## config.mk

```make
export PLATFORM = sky130hd
export DESIGN_NAME = mem_test_patgen
export DESIGN_NICKNAME = d
export VERILOG_FILES = /design/src/rtl/mem_test_pkg.sv /design/src/rtl/mem_test_patgen.sv
export SDC_FILE = /design/constraint.sdc
export NUM_CORES = 1
export LEC_CHECK = 0
export CAP_MARGIN = 20
export CORE_ASPECT_RATIO = 0.75
export CORE_UTILIZATION = 63
export DETAILED_ROUTE_END_ITERATION = 7
export PLACE_DENSITY_LB_ADDON = 0.08
export RECOVER_POWER = 100
export SYNTH_ARGS = -nofsm -noshare
export SYNTH_HDL_FRONTEND = slang
export SYNTH_SLANG_ARGS = --single-unit
export TNS_END_PERCENT = 100
```

## constraint.sdc

```tcl
create_clock -name clk -period 2.7 [get_ports clk]
set_input_delay 0.675 -clock clk [delete_from_list [all_inputs] [get_ports clk]]
set_output_delay 0.675 -clock clk [all_outputs]
set_load 0.1 [all_outputs]
```

## src/rtl/mem_test_pkg.sv

```systemverilog
// Shared types for the memory write/read-back test engine.
// Holds the pass state encoding and the pattern mode encoding.
package mem_test_pkg;

    typedef enum logic [2:0] {
        IDLE  = 3'd0,
        WRITE = 3'd1,
        READ  = 3'd2,
        DRAIN = 3'd3,
        DONE  = 3'd4
    } state_e;

    typedef enum logic [1:0] {
        MODE_CONST = 2'd0,
        MODE_ADDR  = 2'd1,
        MODE_LFSR  = 2'd2,
        MODE_WALK  = 2'd3
    } mode_e;

endpackage

```

## src/rtl/mem_test_patgen.sv

```systemverilog
// Pattern generator: yields the word for index i in the selected mode.
// Output is registered; load restarts at index 0, adv steps one word.
module mem_test_patgen
    import mem_test_pkg::*;
#(
    parameter int          DATA_W    = 32,
    parameter int          ADDR_W    = 24,
    parameter logic [31:0] TST_PATT  = 32'hFFFF_FFFF,
    parameter logic [31:0] LFSR_SEED = 32'h0000_0001,
    parameter logic [31:0] LFSR_TAPS = 32'h8020_0003
) (
    input  logic              clk,
    input  logic              reset,
    input  logic              load,
    input  logic              adv,
    input  mode_e             mode,
    output logic [DATA_W-1:0] data
);

    localparam int PW = (DATA_W > ADDR_W) ? DATA_W : ADDR_W;
    localparam logic [DATA_W-1:0] PATT = DATA_W'(TST_PATT);
    localparam logic [DATA_W-1:0] SEED = DATA_W'(LFSR_SEED);
    localparam logic [DATA_W-1:0] TAPS = DATA_W'(LFSR_TAPS);

    logic [ADDR_W-1:0] idx_q, idx_d;
    logic [DATA_W-1:0] lfsr_q, lfsr_d;
    logic [DATA_W-1:0] walk_q, walk_d;
    logic [DATA_W-1:0] data_q, data_d;

    function automatic logic [DATA_W-1:0] lfsr_step(
        input logic [DATA_W-1:0] s
    );
        return s[0] ? ((s >> 1) ^ TAPS) : (s >> 1);
    endfunction

    function automatic logic [DATA_W-1:0] pattern(
        input mode_e             m,
        input logic [ADDR_W-1:0] i,
        input logic [DATA_W-1:0] l,
        input logic [DATA_W-1:0] w
    );
        logic [PW-1:0] x;
        x = PW'(i);
        unique case (m)
            MODE_CONST: return PATT;
            MODE_ADDR:  return x[DATA_W-1:0];
            MODE_LFSR:  return l;
            MODE_WALK:  return w;
            default:    return '0;
        endcase
    endfunction

    // next generator state and the pattern word it selects
    always_comb begin
        idx_d  = idx_q;
        lfsr_d = lfsr_q;
        walk_d = walk_q;
        if (load) begin
            idx_d  = '0;
            lfsr_d = SEED;
            walk_d = DATA_W'(1);
        end else if (adv) begin
            idx_d  = idx_q + 1'b1;
            lfsr_d = lfsr_step(lfsr_q);
            walk_d = {walk_q[DATA_W-2:0], walk_q[DATA_W-1]};
        end
        data_d = pattern(mode, idx_d, lfsr_d, walk_d);
    end

    // generator state registers
    always_ff @(posedge clk or negedge reset) begin
        if (!reset) begin
            idx_q  <= '0;
            lfsr_q <= '0;
            walk_q <= '0;
            data_q <= '0;
        end else begin
            idx_q  <= idx_d;
            lfsr_q <= lfsr_d;
            walk_q <= walk_d;
            data_q <= data_d;
        end
    end

    assign data = data_q;

endmodule

```

==> results by group <==
Critical path
  • Bufs and invs on worst path: 1
  • Crit Path Category: reg -> out
  • Worst R2R Path Depth: 6
  • Element type at the critical path end: output port
  • Worst Path Required: 2030 ps
  • Delay-heaviest family, CP: buffers and inverters
  • R2R Setup Slk: 400 ps
  • CP Cell Sequence: clkbuf_1
  • FF-to-FF End: data[18]
  • CP max stage delay: 870 ps
  • Critical Path AT: 1720 ps
  • Worst path slowest cell: clkbuf_1
  • Largest fanout on the critical path: 1
  • Reg2reg start: idx_q[0]
  • Startpoint Class: register

Timing
  • Fin Setup TNS: 0 ps
  • FMAX: 418 MHz
  • Unrepaired setup endpoints after global routing: no
  • Final hold slack: 418 ps
  • Worst Slack Setup Final: 305 ps
  • Clk_skew: 9.60 ps
  • Final Slew Violations: 0
  • Ratio of final minimum period to clock period: 0.887
  • Slew HR: 0.141
  • Fin. Hold Viols: 0
  • Minimum clock period: 2400 ps
  • Setup violators final: 0
  • Worst slew pin tran: 1290 ps

Routing
  • Post-DR wirelength/cell: 18.7 µm
  • DR vias/cell: 5.95
  • Vias: 3791
  • Drt drc: 0
  • Drt initial violations: 218
  • Routed wire length: 11900 µm
  • DRT Pass-1 Iters: 5
  • Final ANT Viol Nets: 0

Placed design
  • GP Congestion: 0.802
  • DP Wirelength: 7310 µm
  • Placed insts: 605
  • Place WS: 483 ps
  • I/O Buffers: 37

Cells and area
  • Multi-input logic area: 2010 µm²
  • Final Util: 0.769
  • P&R area growth vs syn: 17.5%
  • Filler cells: 518
  • Storage cell area: 3000 µm²
  • Final nets: 526
  • Fin cells: 637
  • Antenna cells: 0
  • Fraction of layout cells with a size suffix above 1: 0.105

Floorplan
  • Die area: 8630 µm²
  • Initial Utilization: 0.654
  • Die extent in x: 107 µm
  • Core Region: 7950 µm²
  • Io pins: 38
  • Die Ht: 80.7 µm
  • # rows: 28

Yosys
  • Average size of a mapped cell: 10.7 µm²
  • Mapped Area: 5200 µm²
  • Number of synthesized flops with an enable pin: 0
  • Share of synthesized registers carrying an async set or reset: 1.00
  • Primary FF master, synth: dfrtp_1
  • Synth Warn #: 0
  • Gate Count Post-Synth: 485
  • #FFs+latches synth: 120
  • Synth unique cells: 41
  • Seq/Total Area, Yosys: 0.577
  • Syn_nets: 492

Global routing
  • Vias in the first global route: 3744
  • Overflow after GRT: 0
  • First-pass GRT wire length: 19300 µm
  • Total Routing Usage GR: 0.305
  • Largest net degree at the start of global routing: 73
  • Initial antenna violation count: 0

Clock network
  • CTS Buffer Depth: 2
  • Total CTS buffers: 17
  • Root cell of the clock tree: clkbuf_8
  • Hold Buf Count CTS: 0
  • H-tree levels: 4
  • Post-CTS Setup Bufs: 0
  • TritonCTS clock tree: built
  • Cts repair resizes: 0
  • Clk pin slew, worst setup/hold paths: 60 ps
  • Clk_lat worst skew: 520 ps
  • CTS sink count: 120

Power
  • Peak supply drop: 534 µV
  • Pwr per Cell Area: 809 nW/µm²
  • Sw Ratio: 0.252
  • P_int: 3700 µW
  • Logic pwr share: 0.103
  • Pleak: 0.00289 µW
  • Clock Power Share: 0.519
  • Reg power frac: 0.378
  • Sw power: 1240 µW

Status
  • Status: complete, no violations

Flow run
  • Max_cap viols: 0

Hold path
  • Tightest Hold Check Type: in -> async
[registers in the layout (all words and copies together), names as in the netlist]
name	flops
data	32
idx_q	24
lfsr_q	32
walk_q	32
[Yosys cell counts, types with 2 or more instances]
master	instances	area, µm²
a211oi_1	5	37.5
a21oi_1	20	100
a2bb2oi_1	5	43.8
and3_1	4	25.0
and4_1	3	26.3
buf_1	3	11.3
buf_2	14	70.1
clkbuf_1	15	56.3
dfrtp_1	120	3000
mux2i_1	63	631
nand2_1	24	90.1
nand3_1	6	30.0
nand4_1	11	68.8
nor2_1	109	409
nor2b_1	3	18.8
nor3_1	10	50.1
o21ai_0	18	90.1
o221ai_1	2	17.5
o2bb2ai_1	2	17.5
o31ai_1	4	30.0
xnor2_1	10	87.6
xor2_1	15	131
[cell usage in the layout (no fill, tap or decap), types with 7 or more instances in the layout]
master	instances
nor3_1	10
o21ai_0	19
xnor2_1	10
clkbuf_2	14
a21oi_1	20
clkbuf_1	21
nand3_1	7
clkbuf_16	16
xor2_1	15
nand4_1	12
dfrtp_1	120
nand2_1	24
mux2i_1	63
nor2_1	110
[how the worst max path moves through the flow]
stage / from / end / slack (ps) / cells past startpoint
detailed placement: mode[1] / data[4] / 480 / 5
CTS: idx_q[0] / data[18] / 610 / 6
global placement: mode[1] / data[1] / 540 / 5
global route: idx_q[0] / data[18] / 250 / 6
finish: data[0] / data[0] / 300 / 1
floorplan: adv / data[22] / 870 / 6
[layer usage]
| metal | up-vias | GRT usage | routed length (µm) |
|---|---|---|---|
| met5 | - | 0 | 0 |
| met2 | 118 | 0.472 | 5700 |
| met3 | 19 | 0.0787 | 621 |
| met1 | 1917 | 0.425 | 5460 |
| met4 | 0 | 0.103 | 153 |
| li1 | 1737 | - | - |
[logic make-up after synthesis]
logic type | Yosys count | share of synthesized area
and+or+nand+nor | 178 | 0.152
muxes | 63 | 0.121
buffers and inverters | 35 | 0.0293
AOI/OAI and AO/OA | 63 | 0.0757
DFF | 120 | 0.577
xor gates and xnor gates | 25 | 0.0421
adders and majority gates | 1 | 0.00240
[layout make-up]
class                           count  share of cell area
Multi-Input combinational cell    330               0.329
Tap cell                          105              0.0215
Sequential cell                   120               0.491
Clock inverter                     11              0.0356
Timing Repair Buffer               48              0.0462
Clock buffer                       21              0.0751
Inverter                            2             0.00123
[power by group through the flow]
stage	Sequential (µW)	Combinational (µW)	Clock (µW)
2_1_floorplan	2140	147	0
3_3_place_gp	1900	536	0
3_5_place_dp	1900	539	0
4_1_cts	1870	543	2580
5_1_grt	1870	539	2660
6_report	1870	510	2570
[metrics by stage]
stage / cell area (µm²) / power [µW]
after floorplan: 5200 / 2280
after global placement: 5620 / 2440
after detailed placement: 5620 / 2440
after CTS: 6290 / 4990
after global routing: 6120 / 5080
final: 6120 / 4940
Power figures use the tool's default switching activity.
